--- src/rtl/mips_ctrl_pkg.sv ---
// mips_ctrl_pkg: shared state, opcode, funct and ALU encodings for the multicycle control unit.
package mips_ctrl_pkg;

    typedef enum logic [3:0] {
        S_FETCH   = 4'd0,
        S_DECODE  = 4'd1,
        S_MEMADR  = 4'd2,
        S_MEMRD   = 4'd3,
        S_MEMWB   = 4'd4,
        S_MEMWR   = 4'd5,
        S_EXECUTE = 4'd6,
        S_ALUWB   = 4'd7,
        S_BRANCH  = 4'd8,
        S_ADDIEX  = 4'd9,
        S_ADDIWB  = 4'd10,
        S_JUMP    = 4'd11
    } state_t;

    typedef enum logic [1:0] {
        ALUOP_ADD   = 2'd0,
        ALUOP_SUB   = 2'd1,
        ALUOP_FUNCT = 2'd2,
        ALUOP_NONE  = 2'd3
    } aluop_t;

    localparam logic [5:0] OP_RTYPE = 6'h00;
    localparam logic [5:0] OP_J     = 6'h02;
    localparam logic [5:0] OP_BEQ   = 6'h04;
    localparam logic [5:0] OP_ADDI  = 6'h08;
    localparam logic [5:0] OP_LW    = 6'h23;
    localparam logic [5:0] OP_SW    = 6'h2B;

    localparam logic [5:0] FN_ADD = 6'h20;
    localparam logic [5:0] FN_SUB = 6'h22;
    localparam logic [5:0] FN_AND = 6'h24;
    localparam logic [5:0] FN_OR  = 6'h25;
    localparam logic [5:0] FN_SLT = 6'h2A;

    localparam logic [2:0] ALU_AND = 3'b000;
    localparam logic [2:0] ALU_OR  = 3'b001;
    localparam logic [2:0] ALU_ADD = 3'b010;
    localparam logic [2:0] ALU_SUB = 3'b110;
    localparam logic [2:0] ALU_SLT = 3'b111;

endpackage

--- src/rtl/alu_decoder.sv ---
// alu_decoder: maps the FSM's ALU request plus the R-type funct field to an ALU operation.
module alu_decoder
    import mips_ctrl_pkg::*;
#(
    parameter int FUNCT_W = 6
) (
    input  aluop_t             alu_op_i,
    input  logic [FUNCT_W-1:0] funct_i,
    output logic [2:0]         alu_control_o
);

    logic [2:0] funct_op;

    always_comb begin
        funct_op = ALU_ADD;
        case (funct_i)
            FUNCT_W'(FN_SUB): funct_op = ALU_SUB;
            FUNCT_W'(FN_AND): funct_op = ALU_AND;
            FUNCT_W'(FN_OR):  funct_op = ALU_OR;
            FUNCT_W'(FN_SLT): funct_op = ALU_SLT;
            default:          funct_op = ALU_ADD;
        endcase
        // States that do not use the ALU drive an all-zero control word
        alu_control_o = alu_op_i == ALUOP_ADD ? ALU_ADD :
                        alu_op_i == ALUOP_SUB ? ALU_SUB :
                        alu_op_i == ALUOP_FUNCT ? funct_op : 3'b000;
    end

endmodule

--- src/rtl/multicycle_control_unit.sv ---
// multicycle_control_unit: Moore FSM sequencing a multicycle MIPS datapath.
// Define IMM_ARITH_EN to add the addi states ADDIEX/ADDIWB.
module multicycle_control_unit
    import mips_ctrl_pkg::*;
#(
    parameter int OPCODE_W = 6,
    parameter int FUNCT_W  = 6
) (
    input  logic                clk,
    input  logic                reset,
    input  logic [OPCODE_W-1:0] Opcode,
    input  logic [FUNCT_W-1:0]  Funct,
    input  logic                Mem_Ready,
    output logic                IorD,
    output logic                IRWrite,
    output logic                MemWrite,
    output logic                RegDst,
    output logic                MemtoReg,
    output logic                RegWrite,
    output logic                ALUSrcA,
    output logic                PCWrite,
    output logic                Branch,
    output logic [1:0]          ALUSrcB,
    output logic [1:0]          PCSrc,
    output logic [2:0]          ALU_Control,
    output logic [3:0]          State
);

    state_t state_q, state_d, cur;
    aluop_t alu_op;

    always_ff @(posedge clk) begin
        state_q <= reset ? S_FETCH : state_d;
    end

    // Outputs decode from FETCH while reset is high so enables stay quiet
    always_comb begin
        cur      = reset ? S_FETCH : state_q;
        state_d  = S_FETCH;
        IorD     = 1'b0;
        IRWrite  = 1'b0;
        MemWrite = 1'b0;
        RegDst   = 1'b0;
        MemtoReg = 1'b0;
        RegWrite = 1'b0;
        ALUSrcA  = 1'b0;
        PCWrite  = 1'b0;
        Branch   = 1'b0;
        ALUSrcB  = 2'b00;
        PCSrc    = 2'b00;
        alu_op   = ALUOP_NONE;
        case (cur)
            S_FETCH: begin
                ALUSrcB = 2'b01;
                alu_op  = ALUOP_ADD;
                IRWrite = Mem_Ready & ~reset;
                PCWrite = Mem_Ready & ~reset;
                state_d = Mem_Ready ? S_DECODE : S_FETCH;
            end
            S_DECODE: begin
                ALUSrcB = 2'b11;
                alu_op  = ALUOP_ADD;
                state_d = (Opcode == OPCODE_W'(OP_LW) || Opcode == OPCODE_W'(OP_SW)) ? S_MEMADR :
                          Opcode == OPCODE_W'(OP_RTYPE) ? S_EXECUTE :
                          Opcode == OPCODE_W'(OP_BEQ) ? S_BRANCH :
                          Opcode == OPCODE_W'(OP_J) ? S_JUMP : S_FETCH;
`ifdef IMM_ARITH_EN
                if (Opcode == OPCODE_W'(OP_ADDI)) state_d = S_ADDIEX;
`endif
            end
            S_MEMADR: begin
                ALUSrcA = 1'b1;
                ALUSrcB = 2'b10;
                alu_op  = ALUOP_ADD;
                state_d = Opcode == OPCODE_W'(OP_LW) ? S_MEMRD :
                          Opcode == OPCODE_W'(OP_SW) ? S_MEMWR : S_FETCH;
            end
            S_MEMRD: begin
                IorD    = 1'b1;
                state_d = Mem_Ready ? S_MEMWB : S_MEMRD;
            end
            S_MEMWB: begin
                RegWrite = 1'b1;
                MemtoReg = 1'b1;
            end
            S_MEMWR: begin
                IorD     = 1'b1;
                MemWrite = 1'b1;
                state_d  = Mem_Ready ? S_FETCH : S_MEMWR;
            end
            S_EXECUTE: begin
                ALUSrcA = 1'b1;
                alu_op  = ALUOP_FUNCT;
                state_d = S_ALUWB;
            end
            S_ALUWB: begin
                RegWrite = 1'b1;
                RegDst   = 1'b1;
            end
            S_BRANCH: begin
                ALUSrcA = 1'b1;
                alu_op  = ALUOP_SUB;
                Branch  = 1'b1;
                PCSrc   = 2'b01;
            end
`ifdef IMM_ARITH_EN
            S_ADDIEX: begin
                ALUSrcA = 1'b1;
                ALUSrcB = 2'b10;
                alu_op  = ALUOP_ADD;
                state_d = S_ADDIWB;
            end
            S_ADDIWB: begin
                RegWrite = 1'b1;
            end
`endif
            S_JUMP: begin
                PCWrite = 1'b1;
                PCSrc   = 2'b10;
            end
            default: ;
        endcase
    end

    assign State = cur;

    alu_decoder #(.FUNCT_W(FUNCT_W)) u_alu_decoder (
        .alu_op_i      (alu_op),
        .funct_i       (Funct),
        .alu_control_o (ALU_Control)
    );

endmodule

--- config.mk ---
export PLATFORM = sky130hd
export DESIGN_NAME = multicycle_control_unit
export DESIGN_NICKNAME = d
export VERILOG_FILES = /design/src/rtl/mips_ctrl_pkg.sv /design/src/rtl/alu_decoder.sv /design/src/rtl/multicycle_control_unit.sv
export SDC_FILE = /design/constraint.sdc
export NUM_CORES = 1
export LEC_CHECK = 0
export BUFFER_PORTS_ARGS = -buffer_cell sky130_fd_sc_hd__buf_2
export CORE_MARGIN = 3
export CORE_UTILIZATION = 42
export CTS_BUF_LIST = sky130_fd_sc_hd__clkbuf_16
export CTS_CLUSTER_DIAMETER = 30
export CTS_CLUSTER_SIZE = 25
export DETAILED_ROUTE_END_ITERATION = 8
export PLACE_DENSITY_LB_ADDON = 0.1
export SYNTH_ARGS = -nofsm -noshare
export SYNTH_HDL_FRONTEND = slang
export SYNTH_SLANG_ARGS = --single-unit
--- constraint.sdc ---
create_clock -name clk -period 1.6 [get_ports clk]
set_input_delay 0.08 -clock clk [delete_from_list [all_inputs] [get_ports clk]]
set_output_delay 0.08 -clock clk [all_outputs]
set_load 0.005 [all_outputs]
### Word level (Yosys, flattened, before mapping)

Index checks and enable logic that the tools add are counted.

| word-level totals | value |
|---|---|
| flip-flop bits (word level) | 4 |
| input port bits | 15 |
| output and inout bits | 20 |
| logic and storage cells | 57 |

| cells by class | value |
|---|---|
| equal/unequal tests | 19 |
| multiplexer cells | 27 |
| bitwise gates (word level) | 2 |
| reduce and logical (&&, ||, !) cells | 8 |

Operators with widths:

| kind | count |
|---|---|
| 6-bit == test (second input constant) | 6 |
| 4-bit case mux with 6 select lines | 1 |
| 3-bit two-way mux | 7 |
| 4-bit two-way mux | 5 |
| 4-bit by 3-bit == test with 1-bit output (second input constant) | 4 |
| 2-bit case mux with 3 select lines | 2 |
| 3-bit case mux with 4 select lines | 1 |
| 1-bit two-way mux | 9 |
| 4-bit by 2-bit == test with 1-bit output (second input constant) | 2 |
| 4-bit == test (second input constant) | 2 |
| 6-bit by 2-bit == test with 1-bit output (second input constant) | 1 |
| 6-bit by 3-bit == test with 1-bit output (second input constant) | 1 |
| 6-bit logical NOT | 1 |
| 3-bit OR reduction | 2 |
| 4-bit by 1-bit == test with 1-bit output (second input constant) | 1 |
| 4-bit logical NOT | 1 |
| 2-bit case mux with 2 select lines | 1 |
| 2-bit OR reduction | 2 |
| 2-bit by 1-bit == test with 1-bit output (second input constant) | 1 |
| 2-bit == test (second input constant) | 1 |
| 2-bit logical NOT | 1 |
| 1-bit case mux with 2 select lines | 1 |
| 1-bit AND | 1 |
| 1-bit logical OR | 1 |
| 1-bit inverter | 1 |

### Depth between registers and ports, before layout

Gate-level depths: netlist (run 1).

| depth | value |
|---|---|
| word-level depth | 8 |
| gate-level depth with buffers | 6 |
| mapped depth without buffers | 5 |

### By module

Synthesis (run 1) repeated with hierarchy kept, for this count alone.

| unflattened totals | value |
|---|---|
| cell total of the unflattened synthesis | 83 |
| area total of the unflattened synthesis | 593.1 µm² |

By module, submodules not included:

| module | times used | cells an instance | area an instance (µm²) |
|---|---|---|---|
| multicycle_control_unit | 1 | 73 | 503.0 |
| alu_decoder | 1 | 10 | 90.1 |

### Worst setup path before layout (run 1)

Ideal clock, no wire load.

| timing path | value |
|---|---|
| path type | register to register |
| start point | register state_q[1] |
| end point | register state_q[2] |
| arrival | 1.105 ns |
| required time | 1.478 ns |
| path slack | 0.373 ns |
| stages on the path, launching flop included | 7 |
| buffers on the path | 2 |
| period minus slack after synthesis | 1.227 ns |
| cells stage by stage | dfxtp_1 > buf_2 > buf_6 > nand3b_1 > o21ai_1 > a21o_1 > a221o_1 |

| between the ends | value |
|---|---|
| cells in the longest elaborated chain, start to end | 3 |
| elaborated cells on any way between the ends | 8 |

RTL lines:

| what | RTL line | text |
|---|---|---|
| start: declaration | multicycle_control_unit.sv:29 | `state_t state_q, state_d, cur;` |
| start signal: assignment | multicycle_control_unit.sv:33 | `state_q <= reset ? S_FETCH : state_d;` |
| 4-bit two-way mux * | multicycle_control_unit.sv:38 | `cur = reset ? S_FETCH : state_q;` |
| 4-bit by 3-bit == test with 1-bit output, or another cell as far along | multicycle_control_unit.sv:52 | `case (cur)` |
| 4-bit case mux with 6 select lines * | multicycle_control_unit.sv:52 |  |

Mark *: on every way between the ends. The rest lies on a longest branch, timed or not.
A chain may end at the register's enable or synchronous reset.

### Worst setup path in the final report (run 1)

| timing path | value |
|---|---|
| start point | register state_q[2] |
| end point | output port ALU_Control[1] |

| between the ends | value |
|---|---|
| cells in the longest elaborated chain, start to end | 8 |
| elaborated cells on any way between the ends | 14 |

RTL lines:

| what | RTL line | text |
|---|---|---|
| 4-bit two-way mux * | multicycle_control_unit.sv:38 |  |
| 4-bit by 2-bit == test with 1-bit output, or another cell as far along | multicycle_control_unit.sv:52 |  |
| 3-bit OR reduction (no line) | -- |  |
| 2-bit case mux with 3 select lines * | multicycle_control_unit.sv:52 |  |
| 2-bit == test | alu_decoder.sv:26 | `alu_op_i == ALUOP_FUNCT ? funct_op : 3'b000;` |
| 3-bit two-way mux | alu_decoder.sv:26 |  |
| 3-bit two-way mux | alu_decoder.sv:25 | `alu_op_i == ALUOP_SUB ? ALU_SUB :` |
| 3-bit two-way mux * | alu_decoder.sv:24 | `alu_control_o = alu_op_i == ALUOP_ADD ? ALU_ADD :` |
| end: declaration | multicycle_control_unit.sv:25 | `output logic [2:0] ALU_Control,` |

Marked as above.

==> results of run 1 <==
what timing repair did:
action,CTS,global route
hold buffers,0,0
gates resized for setup,2,4
setup endpoints to repair,4,3
setup buffers,0,0
pin swaps,0,0
per-layer routing:
| metal | up-vias | track usage (%) | share of wire [%] |
|---|---|---|---|
| met5 | - | 0 | 0 |
| met4 | 0 | 7.23 | 2.1 |
| met1 | 314 | 22.1 | 45 |
| li1 | 375 | - | - |
| met3 | 4 | 4.15 | 7.8 |
| met2 | 35 | 28.3 | 45 |
cell usage after synthesis (all sizes together), types with 2 or more instances:
cell | n | area, µm²
nor2 | 11 | 41.3
nor3 | 9 | 55.1
buf | 7 | 50.1
nand2 | 7 | 26.3
nor2b | 6 | 37.5
a21oi | 5 | 28.8
dfxtp | 4 | 80.1
and3 | 3 | 18.8
nand3 | 3 | 15.0
or2 | 3 | 18.8
xnor2 | 3 | 26.3
nand2b | 2 | 12.5
nor3b | 2 | 15.0
nor4 | 2 | 12.5
layout by cell type, fill, tap and decap left out, types with 2 or more instances in the layout:
cell type / netlist / final
a21oi_1: 4 / 4
and3_1: 3 / 3
buf_2: 4 / 34
buf_4: 1 / 2
clkbuf_16: 0 / 3
dfxtp_4: 0 / 2
nand2_1: 7 / 7
nand2b_1: 2 / 2
nand3_1: 3 / 3
nor2_1: 11 / 11
nor2b_1: 6 / 5
nor3_1: 7 / 7
nor3_2: 2 / 2
nor3b_1: 2 / 2
nor4_1: 2 / 2
or2_2: 2 / 2
xnor2_1: 3 / 3
power by group through the flow:
stage               Combinational, W  Sequential, W  Clock (W)
finish                     0.0000773       0.000103   0.000388
global route               0.0000863       0.000103   0.000403
CTS                        0.0000771       0.000106   0.000389
detailed placement         0.0000764       0.000107          0
global placement           0.0000747       0.000107          0
floorplan                  0.0000429       0.000105          0
worst paths after layout:
| path | startpoint | endpoint | slack, ns | cells after the start |
|---|---|---|---|---|
| worst min-delay path | Opcode[4] | state_q[3] | 0.06 | 2 |
| worst max-delay path | state_q[2] | ALU_Control[1] | 0.09 | 5 |
| worst max register to register | state_q[0] | state_q[2] | 0.24 | 5 |
| worst min register to register | state_q[2] | state_q[0] | 0.61 | 2 |
cells by family after synthesis:
| group | after synthesis | share of synthesized area, % |
|---|---|---|
| buffers and inverters | 8 | 9.17 |
| flip-flops | 4 | 13.6 |
| AND/OR/NAND/NOR | 53 | 49.7 |
| AO/OA/AOI/OAI | 17 | 21.3 |
| XOR/XNOR | 3 | 4.48 |
| multiplexers | 1 | 1.71 |
final cells by class:
type	count	share of cell area [%]
Timing Repair Buffer	36	22.4
Sequential cell	4	10.8
Clock buffer	3	9.09
Inverter	1	0.455
Multi-Input combinational cell	74	55.2
Tap cell	14	2.12
stage by stage:
step | worst slack (ns) | instances
2_1_floorplan | 0.373 | 86
3_3_place_gp | 0.125 | 129
3_5_place_dp | 0.0864 | 129
4_1_cts | 0.0121 | 132
5_1_grt | 0.0317 | 132
6_report | 0.0946 | 132
==> results.md, run 1 <==
* Worst EP required at 1.52 ns
* Worst Path Buf+Inv at 1
* PortBufs at 34
* Via-per-instance ratio at ~5.5
* Total power at ~0.00057 W
* I/O Pins at 35
* Initial Util at 48.9%
* Ys flop type: dfxtp_1
* Clock power frac at between 60% and 70%
* Psw at 0.000113 W
* Die height at about 43 µm
* Area of the multi-input gates at between 400 and 500 µm²
* F_max at roughly 660 MHz
* Cell area after layout at slightly above 800 µm²
* Internal power at 0.000455 W
* IR drop worst, VDD at roughly 730 µV
* Sw frac at 20.0%
* Post-route ant nets at 0
* Clk sinks at 4
* Drt drc at 0
* Fin util at 68.8%
* Routed wire per std cell at between 10 and 15 µm
* Least-Margin Pin Slew at 0.336 ns
* Sequential cell area at a little under 90 µm²
* CP peak stage delay at 0.38 ns
* Post-Route WL at approximately 1700 µm
* H-tree Lvls at 1
* Chip width at between 40 and 50 µm
* Total die area at 0.00188 mm²
* Post-detail-place hpwl at roughly 1300 µm
* EDFF count, synth at 0
* Final GP Congestion at about 0.80
* TNS Setup at 0 ns
* Fraction of layout cells with a size suffix above 1 at 41.5%
* Diodes inserted at 0
* Finish-stage setup viols at 0
* Global router's overall resource usage at between 10% and 20%
* #FFs+latches synth at 4
* Post-synth ARST share at 0%
* Most flop-heavy register: state_q
* Hold crit path type: in -> reg
* Max reg flops at 4
* MaxCap Viol Count at 0
* Site Rows at 12
* Syn nets at a little over 100
* Fin crit share at ~94%
* Hold_ws at 0.0585 ns
* Pin count of the biggest net entering global routing at 17
* Largest regs: state_q (4)
* Seq/Total Area, Yosys at 13.6%
* Hold Fails Final Rpt at 0
* CP arrival at around 1.4 ns
* Ys Warns at 0
* Nets at about 140
* CP endpoint kind: primary output
* P&R area growth vs syn at 40.7%
* Dpl cell area at roughly 740 µm²
* Number of global-route vias before repair at between 500 and 600
* Antenna violations before repair at 0
* Cell family with most CP delay: flip-flops
* PwrDens at about 700 mW/mm²
* DRT Pass-1 Iters at 4
* LEAKAGE at just under 0.4 nW
* Cell count after synthesis at 86
* Max-slew headroom at between 70% and 80%
* Clk root buf: clkbuf_16
* Tmin final at about 1.5 ns
* Slowest stage cell, crit path: dfxtp_4
* Status: completed
* Setup Skew at 0.00256 ns
* CTS tree: done
* Vias after detailed routing at around 730
* Share of power burned in registers at ~18%
* RSZ-0062 raised after global routing: false
* Starting DRT DRC Count at 21
* Mean cell area of the mapped netlist at roughly 6.8 µm²
* Clk slew on worst S/H paths at 0.03 ns
* Total CTS buffers at 3
* Buffer depth of the longest clock path at 2
* CP Class: reg -> out
* Crit path max fanout at 14
* Combinational fraction of design power at between 10 and 15%
* Fillcell total at approximately 120
* CORE AREA at roughly 0.0012 mm²
* Final Max Slew Viols at 0
* Yosys cell types at 38
* Clk_lat worst skew at 0.22 ns
* Post-Syn Area at 587 µm²
* Crit path cell chain: and3b_2 -> nand3_1 -> a21oi_2 -> a311o_1 -> buf_2
* First-pass GRT wire length at 2540 µm
* Crit path launch type: flip-flop
* Total gr overflow at 0
Note: power is estimated with default switching activity, not from simulation.
==> run 2, diff against run 1 <==
--- a/config.mk
+++ b/config.mk
@@ -5,9 +5,10 @@
 export SDC_FILE = /design/constraint.sdc
 export NUM_CORES = 1
 export LEC_CHECK = 0
-export BUFFER_PORTS_ARGS = -buffer_cell sky130_fd_sc_hd__buf_2
+export ABC_AREA = 1
+export BUFFER_PORTS_ARGS = -buffer_cell sky130_fd_sc_hd__clkbuf_2
 export CORE_MARGIN = 3
-export CORE_UTILIZATION = 42
+export CORE_UTILIZATION = 40
 export CTS_BUF_LIST = sky130_fd_sc_hd__clkbuf_16
 export CTS_CLUSTER_DIAMETER = 30
 export CTS_CLUSTER_SIZE = 25
==> results.md, run 2 <==
* Final Max Slew Viols at 0
* Share of power burned in registers at around a fifth
* EDFF count, synth at 0
* First-pass GRT wire length at between 2000 and 2500 µm
* Cts repair resizes at 0
* Chip width at about 43 µm
* HP Start: reset
* Worst R2R Start: state_q[2]
* Crit path launch type: flip-flop
* Worst Path Buf+Inv at 3
* Clk_lat worst skew at between 0.2 and 0.25 ns
* Starting DRT DRC Count at 28
* Crit path max fanout at 6
* Drt drc at 0
* Sw frac at 18.9%
* Clk slew on worst S/H paths at ~0.030 ns
* Yosys top cell area share at between 10 and 15%
* Die height at approximately 43 µm
* Final GP Congestion at 0.833
* Internal power at about 0.00045 W
* Total power at around 0.00055 W
* Hold Buf Count CTS at 0
* Post-synth ARST share at 0%
* Post-synth top area cell: dfxtp_1
* Area of the multi-input gates at 359 µm²
* Max reg flops at 4
* Cell area after layout at 796 µm²
* Post-CTS setup buffers at 0
* Finish-stage setup viols at 0
* CORE AREA at 0.00119 mm²
* Reg2Reg Depth at 4
* Leading cell types in the layout, fill and taps excluded: 34 x clkbuf_2, 21 x inv_1, 17 x nor2_1
* Diodes inserted at 0
* Fraction of layout cells with a size suffix above 1 at about two fifths
* Post-Route WL at 1490 µm
* CP peak stage delay at ~0.4 ns
* Psw at between 0.0001 and 0.00015 W
* Synth top area cells: dfxtp_1 15%, inv_1 15%, nor2_1 12%
* CP endpoint kind: primary output
* CP arrival at 1.35 ns
* Most common cell after layout, fill and taps aside: clkbuf_2
* Total gr overflow at 0
* Hold path cells at 2
* P&R area growth vs syn at 47.2%
* Global router's overall resource usage at ~17%
* Post-route ant nets at 0
* Ys flop type: dfxtp_1
* Vias after detailed routing at 727
* Sequential cell area at roughly 80 µm²
* Count leader, synth: inv_1
* Via-per-instance ratio at around 4.8
* Ys Warns at 0
* F_max at between 700 and 800 MHz
* H-tree Lvls at 1
* Site Rows at 12
* LEAKAGE at about 0.5 nW
* Post-detail-place hpwl at roughly 1200 µm
* Crit path cell chain: inv_2 -> nor2_1 -> inv_1 -> a21oi_1 -> o21ai_1 -> clkbuf_2
* Reg-to-reg slack, setup at around 0.43 ns
* Hold Path Sink: state_q[0]
* Hold crit path type: in -> reg
* Initial Util at 45.6%
* Seq/Total Area, Yosys at between 10% and 20%
* Buffer depth of the longest clock path at 2
* PwrDens at roughly 700 mW/mm²
* Worst EP required at approximately 1.5 ns
* Largest regs: state_q (4)
* Clock power frac at between 60% and 70%
* Synth top cells by count: 21 x inv_1, 17 x nor2_1, 12 x nand3_1
* TNS Setup at 0 ns
* Clk sinks at 4
* Clk root buf: clkbuf_16
* #FFs+latches synth at 4
* Syn nets at around 120
* Post-Syn Area at about 540 µm²
* Number of global-route vias before repair at between 600 and 700
* I/O Pins at 35
* Most flop-heavy register: state_q
* RSZ-0062 raised after global routing: false
* Combinational fraction of design power at 12.3%
* Worst reg2reg path endpoint: state_q[2]
* Least-Margin Pin Slew at 0.248 ns
* Antenna violations before repair at 0
* Cell family with most CP delay: flip-flops
* Max-slew headroom at 83.5%
* Status: completed
* Setup Skew at 0.00204 ns
* IR drop worst, VDD at between 600 and 700 µV
* Cell count after synthesis at 100
* DRT Pass-1 Iters at 6
* Nets at 153
* PortBufs at 34
* Fin crit share at between 80% and 90%
* Slowest stage cell, crit path: dfxtp_1
* Total die area at between 0.0015 and 0.002 mm²
* Yosys cell types at 20
* Dpl cell area at about 720 µm²
* Fillcell total at roughly 120
* Mean cell area of the mapped netlist at 5.41 µm²
* Total CTS buffers at 3
* Hold Fails Final Rpt at 0
* Pin count of the biggest net entering global routing at 7
* Tmin final at about 1.4 ns
* Routed wire per std cell at about 9.9 µm
* CTS tree: done
* MaxCap Viol Count at 0
* CP Class: reg -> out
-- run 2: changes by cell type in the layout (fill, tap and decap cells not counted), moves of 3 or more --
| cell | change |
|---|---|
| inv_2 | +4 |
| nor3_1 | -7 |
| clkbuf_2 | +34 |
| dfxtp_1 | +3 |
| nand3_1 | +9 |
| nor2_2 | +3 |
| nor2b_1 | -5 |
| nor2_1 | +6 |
| buf_2 | -34 |
| nand4_1 | +4 |
| nand2_2 | +5 |
| xnor2_1 | -3 |
| inv_1 | +20 |
| nand2_1 | +4 |
-- run 2: kinds of logic after synthesis --
family / Yosys count / synth area share (%)
AO/OA/AOI/OAI: 12 / 12.5
buffers and inverters: 26 / 18.8
flip-flops: 4 / 14.8
AND/OR/NAND/NOR: 58 / 53.9
-- run 2: how the worst max path moves through the flow --
stage                     from              to  slack, ns  cells past startpoint
finish              state_q[1]  ALU_Control[1]       0.17                      6
global route        state_q[1]  ALU_Control[1]       0.03                      6
CTS                 state_q[1]  ALU_Control[1]       0.15                      6
detailed placement  state_q[1]  ALU_Control[1]       0.40                      6
global placement    state_q[1]  ALU_Control[1]       0.44                      6
floorplan           state_q[3]  ALU_Control[1]       0.56                      6
-- run 2: worst register-to-register path, stage by stage, from the launching register on --
cell     delay [ns]
dfxtp_1        0.33
o21ai_2        0.26
nand2_1        0.16
or2_0          0.24
nand4_1        0.11
-- run 2: layer usage --
metal	wire (µm)	global-route usage [%]	vias to the layer above	share of wire, %
li1	-	-	390	-
met1	637	19.0	302	43
met2	726	29.6	33	49
met3	109	1.69	2	7.3
met4	16	9.32	0	1.1
met5	0	0	-	0
-- run 2: through the flow --
stage,util [%],setup WS (ns),hold WS (ns),instances
2_1_floorplan,-,0.565,0.149,100
3_3_place_gp,60.8,0.436,0.337,147
3_5_place_dp,60.8,0.402,0.340,147
4_1_cts,67.1,0.153,0.112,150
5_1_grt,67.1,0.0348,0.118,150
6_report,67.1,0.172,0.121,150
-- run 2: area by class of cell --
class,count,share of cell area (%)
Timing Repair Buffer,34,21.4
Sequential cell,4,10.1
Multi-Input combinational cell,70,45.1
Inverter,25,11.8
Clock buffer,3,9.43
Tap cell,14,2.20
-- run 2: power groups by stage --
| stage | combinational (W) | clock (W) | sequential (W) |
|---|---|---|---|
| 2_1_floorplan | 0.0000341 | 0 | 0.000105 |
| 3_3_place_gp | 0.0000664 | 0 | 0.000105 |
| 3_5_place_dp | 0.0000674 | 0 | 0.000105 |
| 4_1_cts | 0.0000677 | 0.000388 | 0.000104 |
| 5_1_grt | 0.0000768 | 0.000398 | 0.000104 |
| 6_report | 0.0000679 | 0.000382 | 0.000104 |
==> run 3, diff against run 2 <==
--- a/config.mk
+++ b/config.mk
@@ -13,7 +13,7 @@
 export CTS_CLUSTER_DIAMETER = 30
 export CTS_CLUSTER_SIZE = 25
 export DETAILED_ROUTE_END_ITERATION = 8
-export PLACE_DENSITY_LB_ADDON = 0.1
+export PLACE_DENSITY = 0.78
 export SYNTH_ARGS = -nofsm -noshare
 export SYNTH_HDL_FRONTEND = slang
 export SYNTH_SLANG_ARGS = --single-unit
==> results.md, run 3 (synthesis results as in run 2) <==
* Status: completed
* Crit path max fanout at 4
* Tmin final at between 1 and 1.5 ns
* Chip width at ~43 µm
* Share of power burned in registers at a little under a fifth
* Total die area at approximately 0.0018 mm²
* CTS tree: done
* Post-detail-place hpwl at approximately 1200 µm
* Fraction of layout cells with a size suffix above 1 at approximately 39%
* CP peak stage delay at a little under 0.4 ns
* Largest regs: state_q (4)
* Max reg flops at 4
* First-pass GRT wire length at around 2300 µm
* Placed Cells at around 150
* Final Max Slew Viols at 0
* RSZ-0062 raised after global routing: false
* Clock power frac at about 69%
* Global router's overall resource usage at about 17%
* IR drop worst, VDD at 514 µV
* Antenna violations before repair at 0
* Hold crit path type: in -> reg
* Worst EP required at about 1.5 ns
* Cts repair resizes at 0
* Drt drc at 0
* I/O Pins at 35
* Total gr overflow at 0
* Total power at around 0.00056 W
* Psw at approximately 0.00011 W
* Slowest stage cell, crit path: dfxtp_1
* Clk slew on worst S/H paths at about 0.03 ns
* Pre-CTS WS at ~0.39 ns
* H-tree Lvls at 1
* Vias after detailed routing at 730
* Leading cell types in the layout, fill and taps excluded: 34 x clkbuf_2, 21 x inv_1, 17 x nor2_1
* Hold_ws at between 0.1 and 0.15 ns
* Diodes inserted at 0
* Routed wire per std cell at ~9.7 µm
* Most flop-heavy register: state_q
* Most common cell after layout, fill and taps aside: clkbuf_2
* Crit path cell chain: nand2_1 -> nor2_1 -> inv_2 -> nor2_2 -> a21oi_1 -> o21ai_1 -> clkbuf_2
* Post-route ant nets at 0
* Final cell count without fillers at 150
* TNS Setup at 0 ns
* Hold Fails Final Rpt at 0
* F_max at between 700 and 800 MHz
* CP endpoint kind: primary output
* Via-per-instance ratio at approximately 5
* DRT Pass-1 Iters at 4
* CP arrival at approximately 1.3 ns
* Pin count of the biggest net entering global routing at 7
* Site Rows at 12
* Initial Util at 45.6%
* LEAKAGE at approximately 0.5 nW
* Clk root buf: clkbuf_16
* CORE AREA at ~0.0012 mm²
* Post-Route WL at 1450 µm
* Clk sinks at 4
* Buffer depth of the longest clock path at 2
* Combinational fraction of design power at approximately an eighth
* Setup Skew at 0.00134 ns
* Sw frac at between 10% and 20%
* Clk_lat worst skew at ~0.22 ns
* Crit path launch type: flip-flop
* Internal power at roughly 0.00045 W
* P&R area growth vs syn at 47.2%
* Setup ws final at 0.184 ns
* Fin crit share at 88.5%
* PortBufs at 34
* Nets at ~150
* PwrDens at about 700 mW/mm²
* Die height at roughly 43 µm
* Starting DRT DRC Count at 23
* Total CTS buffers at 3
* Final GP Congestion at roughly 0.87
* Hold Buf Count CTS at 0
* MaxCap Viol Count at 0
* Max-slew headroom at a little over four fifths
* Least-Margin Pin Slew at 0.245 ns
* Finish-stage setup viols at 0
* Post-CTS setup buffers at 0
* CP Class: reg -> out
* Number of global-route vias before repair at about 580
-- run 3: worst max-delay path, delay by kind of cell (launching register included) --
family	cells	cell delay (ns)
AND/OR/NAND/NOR	3	0.40
flip-flops	1	0.39
buffers and inverters	2	0.18
AO/OA/AOI/OAI	2	0.14
-- run 3: area by class of cell --
type	count	area, µm²
inverters	25	93.8
flip-flops and latches	4	80.1
fillers	116	390
well taps	14	17.5
clock buffers	3	75.1
multi-input cells	70	359
repair buffers	34	170
-- run 3: final timing paths --
kind | start | end | slack [ns] | depth (start not counted)
worst min-delay path | reset | state_q[0] | 0.12 | 2
worst max-delay path | state_q[3] | ALU_Control[1] | 0.18 | 7
worst max register to register | state_q[2] | state_q[0] | 0.45 | 4
worst min register to register | state_q[0] | state_q[1] | 0.72 | 3
-- run 3: stage by stage --
stage | utilization [%] | instance area, µm²
6_report | 67.1 | 796
5_1_grt | 67.1 | 796
4_1_cts | 67.1 | 796
3_5_place_dp | 60.8 | 721
3_3_place_gp | 60.8 | 721
2_1_floorplan | - | 541
-- run 3: power by group through the flow --
stage               Combinational (W)  Sequential [W]  Clock, W
floorplan                   0.0000341        0.000105         0
global placement            0.0000655        0.000105         0
detailed placement          0.0000672        0.000105         0
CTS                         0.0000681        0.000104  0.000388
global route                0.0000779        0.000104  0.000399
finish                      0.0000682        0.000104  0.000387
-- run 3: per-layer routing --
metal	track usage (%)	part of all wire (%)
met5	0	0
met4	13.7	2.1
met3	4.66	7.6
met2	25.1	47
met1	19.5	43
